===== config.mk =====
export PLATFORM = sky130hd
export DESIGN_NAME = seven_bit_deserializer
export DESIGN_NICKNAME = d
export VERILOG_FILES = /design/src/rtl/seven_bit_deserializer_pkg.sv /design/src/rtl/seven_bit_deserializer_bit_index_counter.sv /design/src/rtl/seven_bit_deserializer.sv
export SDC_FILE = /design/constraint.sdc
export NUM_CORES = 1
export LEC_CHECK = 0
export ABC_AREA = 1
export BUFFER_PORTS_ARGS = -buffer_cell sky130_fd_sc_hd__buf_2
export CAP_MARGIN = 5
export CORE_ASPECT_RATIO = 2
export CORE_MARGIN = 2
export CORE_UTILIZATION = 30
export DETAILED_ROUTE_END_ITERATION = 12
export HOLD_SLACK_MARGIN = 0.05
export PLACE_DENSITY_LB_ADDON = 0.15
export REMOVE_ABC_BUFFERS = 1
export SYNTH_ARGS = -nofsm -noshare
export SYNTH_HDL_FRONTEND = slang
export SYNTH_SLANG_ARGS = --single-unit

===== constraint.sdc =====
create_clock -name clock -period 1.2 [get_ports clock]
set_clock_uncertainty 0.1 [all_clocks]
set_input_delay 0.36 -clock clock [delete_from_list [all_inputs] [get_ports clock]]
set_output_delay 0.36 -clock clock [all_outputs]
set_load 0.1 [all_outputs]

===== src/rtl/seven_bit_deserializer_pkg.sv =====
// Shared definitions for the 7-to-1 serial link.
// Holds the state encoding and the word/index width defaults. The transmitter
// uses the same widths, so both ends of the link agree on the word size.
package seven_bit_deserializer_pkg;

  localparam int DESER_WIDTH = 7;
  localparam int DESER_IDX_W = 3;

  typedef enum logic {
    S_IDLE    = 1'b0,
    S_COLLECT = 1'b1
  } deser_state_t;

endpackage


===== src/rtl/seven_bit_deserializer_bit_index_counter.sv =====
// Bit position counter for the deserializer.
// Ports:
//   clock, resetn : system clock, async active-low reset
//   clr           : synchronous clear to 0
//   load1         : synchronous load of 1 (highest priority)
//   en            : increment by one
//   count         : current bit position
//   term          : count is at the last bit position (WIDTH-1)
module bit_index_counter
  import seven_bit_deserializer_pkg::*;
#(
  parameter int WIDTH = DESER_WIDTH,
  parameter int IDX_W = DESER_IDX_W
) (
  input  logic             clock,
  input  logic             resetn,
  input  logic             clr,
  input  logic             load1,
  input  logic             en,
  output logic [IDX_W-1:0] count,
  output logic             term
);

  assign term = (count == IDX_W'(WIDTH - 1));

  always_ff @(posedge clock or negedge resetn) begin
    if (!resetn) begin
      count <= '0;
    end else if (load1) begin
      count <= IDX_W'(1);
    end else if (clr) begin
      count <= '0;
    end else if (en) begin
      // Wrap at the last position so index values >= WIDTH are never produced.
      count <= term ? '0 : count + 1'b1;
    end
  end

endmodule


===== src/rtl/seven_bit_deserializer.sv =====
// Receive side of the 7-to-1 serial link: rebuilds a WIDTH-bit word from
// strobed serial bits, bit 0 first.
//
// state     | meaning
// ----------+------------------------------------------------------
// S_IDLE    | waiting for start; strobes are ignored
// S_COLLECT | frame in progress; each strobe writes staging[bit_index]
//
// Ports:
//   clock, resetn : system clock, async active-low reset
//   start         : frame start / abort, clears staging and the index
//   bit_in        : serial data, sampled when bit_valid=1
//   bit_valid     : one-cycle strobe qualifying bit_in
//   word_out      : last completed word (bit k = k-th bit received)
//   word_valid    : one-cycle pulse when word_out was just updated
//   busy          : high while collecting a frame
//   bit_index     : next bit position to be written
module seven_bit_deserializer
  import seven_bit_deserializer_pkg::*;
#(
  parameter int WIDTH = DESER_WIDTH,
  parameter int IDX_W = DESER_IDX_W
) (
  input  logic             clock,
  input  logic             resetn,
  input  logic             start,
  input  logic             bit_in,
  input  logic             bit_valid,
  output logic [WIDTH-1:0] word_out,
  output logic             word_valid,
  output logic             busy,
  output logic [IDX_W-1:0] bit_index
);

  deser_state_t     state;
  logic [WIDTH-1:0] staging;
  logic             idx_term;
  logic             idx_clr;
  logic             idx_load1;
  logic             idx_en;
  logic             accept;

  // A strobe in COLLECT counts only when start is not also asserted;
  // start always wins and restarts the frame.
  assign accept    = (state == S_COLLECT) && bit_valid && !start;
  assign idx_load1 = start && bit_valid;
  assign idx_clr   = (start && !bit_valid) || (accept && idx_term);
  assign idx_en    = accept;

  bit_index_counter #(
    .WIDTH(WIDTH),
    .IDX_W(IDX_W)
  ) u_idx (
    .clock (clock),
    .resetn(resetn),
    .clr   (idx_clr),
    .load1 (idx_load1),
    .en    (idx_en),
    .count (bit_index),
    .term  (idx_term)
  );

  assign busy = (state == S_COLLECT);

  always_ff @(posedge clock or negedge resetn) begin
    if (!resetn) begin
      state      <= S_IDLE;
      staging    <= '0;
      word_out   <= '0;
      word_valid <= 1'b0;
    end else begin
      word_valid <= 1'b0;
      if (start) begin
        staging    <= '0;
        staging[0] <= bit_valid & bit_in;
        state      <= S_COLLECT;
      end else if (accept) begin
        if (idx_term) begin
          // Last bit goes straight to the output; staging never holds it.
          word_out   <= {bit_in, staging[WIDTH-2:0]};
          word_valid <= 1'b1;
          state      <= S_IDLE;
        end else begin
          for (int k = 0; k < WIDTH - 1; k++) begin
            if (bit_index == IDX_W'(k)) staging[k] <= bit_in;
          end
        end
      end
    end
  end

endmodule


# Word-level counts from Yosys, hierarchy flattened
# Index checks and enable logic that the tools add are counted.
# W data, S select, Z words.
# totals
ff_bits	18
in_bits	5
out_inout_bits	12
elab_cells	65
# classes
n_addsub	1
n_eq_ne	7
muxes	19
bitwise	2
n_reduce_logical	26
# ops
cell	n
$reduce_and A3 Y1	7
$mux W6	3
$reduce_bool A2 Y1	8
$mux W1	12
$mux W3	4
$eq A3 B3 Y1 const B	3
$eq A3 B2 Y1 const B	2
$logic_and A1 B1 Y1	5
$add A3 B1 Y3 const B	1
$eq A3 B1 Y1 const B	1
$logic_not A3 Y1	1
$reduce_bool A3 Y1	1
$logic_not A1 Y1	2
$ne A2 B2 Y1 const B	1
$reduce_and A2 Y1	1
$and A1 B1 Y1	1
$logic_or A1 B1 Y1	1
$not A1 Y1	1

# Depth between registers and ports, before layout
# Gate-level depths: netlist of run 1.
# logic_depth
word_depth	6
depth_mapped	9
mapped_depth_nobuf	9

# Hierarchy
# Synthesis of run 1 repeated with hierarchy kept, for this count alone.
# hier_totals
hier_cells	129
hier_area_um2	955.9
# by_module_without_submodules
module	n_inst	cells_each	area_per_inst_um2	seq_area_each_um2
seven_bit_deserializer	1	97	760.7	375.4
bit_index_counter	1	32	195.2	75.1

# Worst setup path after synthesis of run 1
# OpenSTA, ideal clock, no wires.
# synth_timing
path_kind	flip-flop to flip-flop
start	reg u_idx.count[2]
end	reg staging[3]
setup_ns	0.113
arrival_ns	1.697
required_ns	0.987
setup_slack_ns	-0.710
path_stages_with_launch	9
n_path_buf	0
synth_period_minus_slack_ns	1.910
cell_sequence	dfrtp_1 > inv_2 > ha_1 > inv_1 > nor2_1 > nand2_1 > nand2_1 > nand2_1 > inv_1
# synth_via
elab_chain_cells	3
word_cells_on_any_way	5
cone_classes	eq/ne (3); reduce/logical (2)
# synth_rtl
element	line	text
start: declaration	seven_bit_deserializer_bit_index_counter.sv:20	output logic [IDX_W-1:0] count,
start signal: assignment	seven_bit_deserializer_bit_index_counter.sv:35	count <= term ? '0 : count + 1'b1;
$eq A3 B3 Y1 or $eq A3 B2 Y1 (tied branches)	seven_bit_deserializer_bit_index_counter.sv:24, seven_bit_deserializer.sv:85	
$ne A2 B2 Y1 (no line) or $reduce_bool A2 Y1 (tied branches)	--	
$reduce_and A3 Y1 (no line) (*)	--	
end signal: indexed assignment	seven_bit_deserializer.sv:85	if (bit_index == IDX_W'(k)) staging[k] <= bit_in;
end: declaration	seven_bit_deserializer.sv:36	logic [WIDTH-1:0] staging;
# Mark *: on every way between the ends. The rest lies on a longest branch, timed or not.
# A chain may end at the register's enable or synchronous reset.

# Worst setup path after layout of run 1
# layout_timing
start	reg u_idx.count[1]
end	out bit_index[1]
# layout_lines
element	line	text
end: declaration	seven_bit_deserializer.sv:32	output logic [IDX_W-1:0] bit_index
# No word-level cell between the ends.

==> impl_metrics.toml, run 1 <==
[routing]
vias_per_cell = 4.77
met3WireLength_um = 85
final_antenna_net_count = 0
wl_met1_um = 807
vias = 897
met2_length_mm = 1.52
finalWirelength_mm = 2.54
detail_route.iter0.violations = 16
top_layer_used = "met4"
wl_per_cell_um = 13.5
dr.pass1.iters = 4
drc = 0

[status]
violations = "setup timing"
status = "complete, but fails checks"

[yosys]
synth_async_sr_flop_share = 1.00
yosys-top-cells-area = "dfrtp_1 50%, nand2_1 23%, nand3_1 6.1%"
synth_top_area_share = 0.501
syn-cell-area_um2 = 898
synth_common_cells = "55 x nand2_1, 18 x dfrtp_1, 11 x inv_1, 11 x nand3_1, 8 x nor2_1"
syn_area_per_cell_um2 = 7.81
synth_edf_count = 0
synth-main-ff-cell = "dfrtp_1"
yosysSeqAreaShare = 0.501
syn-instance-count = 115
synth-seq-cells = 18
ys_types = 13
yosysMostFrequentCell = "nand2_1"
synth_warnings = 0
yosysTopAreaCell = "dfrtp_1"

[clocking]
htree_levels = 1
numCtsBuffers = 3
insertion_delay_ns = 0.26
cts.sinks = 18
clk_pin_slew_worst_paths_ns = 0.07
tritoncts = "done"
clock-root-buffer = "clkbuf_8"
clk_path_buf_depth = 2

[timing]
worstMarginPinSlew_ns = 0.439
finalWorstSetupSlack_ns = -0.207
period_minus_slack_ns = 1.41
timing.final.crit_share = 1.17
slew_violations = 0
setup_viol = 28
rsz0062_at_grt = "true"
relSlewSlack = 0.707
max_freq_mhz = 711
final-hold-violation-count = 0

[die]
die-area_mm2 = 0.00347
num_rows = 28
fp.dieW_um = 42.7
initial_utilization = 0.309
core_area_mm2 = 0.00291
io_pins = 17
die_y_um = 81.4

[final_layout]
stdcell_count = 188
fillers = 273
regArea_um2 = 450
multi_input_area_um2 = 480
layout.nets = 165
drive_gt1_frac = 0.418
diodes = 0
final_util = 0.527
area_growth_pct = 70.5

[placement]
io_buffers = 16
dpl.hpwl_mm = 1.78
gp_congestion = 0.864
dp.cells = 173

[setup_path]
arrival_ns = 0.95
worstSetupPathType = "reg2out"
end_kind = "output pin"
cp_slowest_stage_delay_ns = 0.40
cp.required_ns = 0.74
crit_path_max_fanout = 2
cp_slowest_cell = "dfrtp_1"
crit_chain = "buf_6 -> buf_12"
crit_path_start_kind = "register"

[job]
max_cap_violations = 0

[power]
power_leakage_nw = 0.812
pwr-share-clk = 0.316
power.share.sequential = 0.415
finalPower_mw = 1.58
p_sw_frac = 0.310
cellPowerDensity_mw_per_mm2 = 1030
p_comb_frac = 0.269
p_int_mw = 1.09
switching_power_mw = 0.490
ir_drop_mv = 0.805

[worst_hold_path]
hold_path.class = "in2reg"

[grt]
first_global_vias = 923
grt_pass1_wl_mm = 4.17
grt_max_degree = 19
globalRouteOverflowTotal = 0
grt_usage = 0.166
grt_antenna_before_repair = 0
-- cells by family after synthesis --
kind of cell,share of synthesized area
flip-flops,0.501
AO/OA/AOI/OAI,0.0111
buffers and inverters,0.0585
adder cells (fa/ha/maj),0.0139
AND/OR/NAND/NOR,0.415
-- power by group through the flow --
stage          sequential [mW]  clock (mW)  combinational, mW
4_1_cts                  0.654       0.521              0.398
3_5_place_dp             0.671           0              0.340
5_1_grt                  0.658       0.549              0.454
3_3_place_gp             0.671           0              0.338
6_report                 0.655       0.500              0.425
2_1_floorplan            0.759           0             0.0978
-- area by class of cell --
type	instances	area share
multi-input combinational	84	0.314
sequential	18	0.294
tap	30	0.0245
timing repair buffer	38	0.294
clock buffer	4	0.0359
inverter	14	0.0376
-- stage by stage --
step           TNS [ns]  area [µm²]  hold slack (ns)  setup slack (ns)
2_1_floorplan    -12.96         898          -0.0356            -0.710
3_3_place_gp     -0.144        1290            0.217           -0.0597
3_5_place_dp     -0.305        1290            0.221           -0.0684
4_1_cts           -2.29        1470            0.243            -0.204
5_1_grt           -4.29        1530            0.254            -0.252
6_report          -2.65        1530            0.250            -0.207
-- registers in the layout, summed over array words and instances, names as in the netlist --
register     count
word_out         7
staging          6
u_idx.count      3
busy             1
word_valid       1
-- critical path: cells and delay by family (launching register included) --
| kind | cells | cell delay (ns) |
|---|---|---|
| flip-flops | 1 | 0.40 |
| buffers and inverters | 2 | 0.28 |
-- placed cells by master (no fill, tap or decap) --
| cell | n |
|---|---|
| nor2_8 | 1 |
| nand3_2 | 2 |
| nand2_8 | 1 |
| buf_4 | 15 |
| o21ai_2 | 2 |
| inv_4 | 2 |
| nand2_2 | 3 |
| clkbuf_8 | 4 |
| nand2_1 | 52 |
| dlygate4sd3_1 | 1 |
| inv_2 | 4 |
| buf_12 | 12 |
| nand3_4 | 2 |
| buf_6 | 6 |
| nor2_1 | 3 |
| inv_1 | 8 |
| nor2_4 | 7 |
| buf_2 | 4 |
| nor2_2 | 1 |
| dfrtp_1 | 18 |
| nand3_1 | 9 |
| ha_1 | 1 |
-- worst paths after layout --
| path | startpoint | endpoint | slack, ns | depth (start not counted) |
|---|---|---|---|---|
| setup / recovery | u_idx.count[1] | bit_index[1] | -0.21 | 2 |
| hold / removal | bit_in | word_out[6] | 0.25 | 3 |
| setup reg to reg | u_idx.count[1] | staging[3] | -0.15 | 10 |
| hold reg to reg | staging[2] | word_out[2] | 0.38 | 2 |
| max in group asynchronous | resetn | word_out[2] | 0.22 | 2 |
| min in group asynchronous | resetn | staging[0] | 0.47 | 2 |
-- metal layers --
layer / vias up / global-route usage
met5: - / 0
met4: 0 / 0.119
met3: 11 / 0.0311
met2: 25 / 0.314
met1: 422 / 0.148
li1: 439 / -
-- repair_timing --
action	CTS	global route
setup buffers	9	0
gates resized for setup	16	15
setup endpoints to repair	24	30
gates cloned	1	0
hold endpoints to repair	18	0
hold buffers	1	0
pin swaps	4	3
Note: power is estimated with default switching activity, not from simulation.
==> run 2: changes to the inputs <==
--- a/config.mk
+++ b/config.mk
@@ -8,9 +8,8 @@
 export ABC_AREA = 1
 export BUFFER_PORTS_ARGS = -buffer_cell sky130_fd_sc_hd__buf_2
 export CAP_MARGIN = 5
-export CORE_ASPECT_RATIO = 2
 export CORE_MARGIN = 2
-export CORE_UTILIZATION = 30
+export CORE_UTILIZATION = 52
 export DETAILED_ROUTE_END_ITERATION = 12
 export HOLD_SLACK_MARGIN = 0.05
 export PLACE_DENSITY_LB_ADDON = 0.15
==> constraint.sdc (replaced) <==
create_clock -name clock -period 1.4 [get_ports clock]
set_clock_uncertainty 0.1 [all_clocks]
set_input_delay 0.42 -clock clock [delete_from_list [all_inputs] [get_ports clock]]
set_output_delay 0.42 -clock clock [all_outputs]
set_load 0.1 [all_outputs]
==> impl_metrics.toml, run 2 (same netlist as run 1, synthesis figures left out) <==
[status]
status = "complete, but fails checks"
violations = "setup timing"

[final_layout]
largest-register = "word_out"
reg.largest.list = "word_out (7), staging (6), u_idx.count (3)"
drive_gt1_frac = 0.306
mostFrequentLayoutCells = "55 x nand2_1, 15 x dfrtp_1, 12 x buf_12"
stdcell_count = 161
largest_register_ffs = 7
final_util = 0.784
area_growth_pct = 45.7
diodes = 0
final_common_cell = "nand2_1"
layout.nets = 151

[power]
p_sw_frac = 0.321
switching_power_mw = 0.380
p_int_mw = 0.805
power_leakage_nw = 0.720
cellPowerDensity_mw_per_mm2 = 906
p_comb_frac = 0.246
ir_drop_mv = 0.768
pwr-share-clk = 0.277
finalPower_mw = 1.19
power.share.sequential = 0.477

[timing]
finalWorstSetupSlack_ns = -0.145
final-hold-violation-count = 0
timing.final.crit_share = 1.10
period_minus_slack_ns = 1.55
relSlewSlack = 0.741
holdWs_ns = 0.249
setup_viol = 12
rsz0062_at_grt = "true"
slew_violations = 0
max_freq_mhz = 647
worstMarginPinSlew_ns = 0.388

[setup_path]
cp.required_ns = 0.88
arrival_ns = 1.03
worstSetupPathType = "reg2out"
end_kind = "output pin"
crit_path_max_fanout = 2
reg2regPathDepth = 10
crit_path_start_kind = "register"

[routing]
final_antenna_net_count = 0
dr.pass1.iters = 4
detail_route.iter0.violations = 22
drc = 0
wl_per_cell_um = 12.0
vias_per_cell = 4.98
finalWirelength_mm = 1.94
vias = 801

[worst_hold_path]
hold_path_depth = 3
hold_path.class = "in2reg"

[clocking]
numCtsBuffers = 3
clk_path_buf_depth = 2
cts.sinks = 18
tritoncts = "done"
htree_levels = 1
insertion_delay_ns = 0.31
clk_pin_slew_worst_paths_ns = 0.11
clock-root-buffer = "clkbuf_4"

[grt]
grt_pass1_wl_mm = 3.24
grt_antenna_before_repair = 0
grt_max_degree = 19
grt_usage = 0.223
globalRouteOverflowTotal = 0
first_global_vias = 732

[job]
max_cap_violations = 0

[die]
die_y_um = 45.6
die-area_mm2 = 0.00208
fp.dieW_um = 45.6
io_pins = 17
initial_utilization = 0.538
num_rows = 15
core_area_mm2 = 0.00167

[placement]
io_buffers = 16
dp.cells = 151
dpl.hpwl_mm = 1.32
gp_congestion = 0.953
[run 2: changes by cell type in the layout (fill, tap and decap cells not counted), sizes merged]
| cell | delta |
|---|---|
| buf | -13 |
| nor2 | -1 |
[run 2: path summary, 6_finish.rpt]
kind | slack (ns) | start | end
max in group asynchronous | 0.44 | resetn | busy
setup reg to reg | 0.05 | u_idx.count[0] | staging[3]
hold reg to reg | 0.38 | staging[4] | word_out[4]
min in group asynchronous | 0.45 | resetn | word_out[3]
setup / recovery | -0.15 | u_idx.count[0] | bit_index[0]
hold / removal | 0.25 | bit_in | word_out[6]
[run 2: power by group through the flow]
stage                     Combinational, mW  Clock, mW  Sequential (mW)
after floorplan                      0.0838          0            0.650
after global placement                0.248          0            0.582
after detailed placement              0.251          0            0.584
after CTS                             0.281      0.338            0.564
after global routing                  0.313      0.352            0.568
final                                 0.291      0.328            0.565
[run 2: metrics by stage]
step | area, µm² | setup slack (ns) | setup TNS [ns]
6_report | 1310 | -0.145 | -0.492
5_1_grt | 1310 | -0.171 | -0.887
4_1_cts | 1280 | -0.148 | -0.608
3_5_place_dp | 1200 | 0.0431 | 0
3_3_place_gp | 1200 | 0.0558 | 0
2_1_floorplan | 898 | -0.510 | -7.68
[run 2: final cells by class]
cell class | count | area, µm²
fill | 113 | 362
clock buffer | 4 | 36.3
sequential | 18 | 454
timing repair buffer | 25 | 342
multi-input combinational | 83 | 403
tap | 17 | 21.3
inverter | 14 | 52.6
[run 2: routing by layer]
metal / vias to the layer above / routed length (µm) / part of all wire / global-route usage
met5: - / 0 / 0 / 0
met4: 0 / 65 / 0.034 / 0.129
met3: 9 / 81 / 0.042 / 0.0437
met2: 25 / 920 / 0.48 / 0.352
met1: 359 / 867 / 0.45 / 0.283
li1: 408 / - / - / -
[run 2: timing repair]
action                                 in CTS  in global routing
resized for setup                           4                  7
endpoints found under the hold margin      18                  0
pin swaps                                   0                  3
buffers inserted                            3                  2
hold buffers                                1                  0
setup endpoints to repair                  12                 26
[run 2: worst max-delay path, stage by stage (launching register included)]
cell,delay [ns]
dfrtp_1,0.43
buf_6,0.13
buf_12,0.15
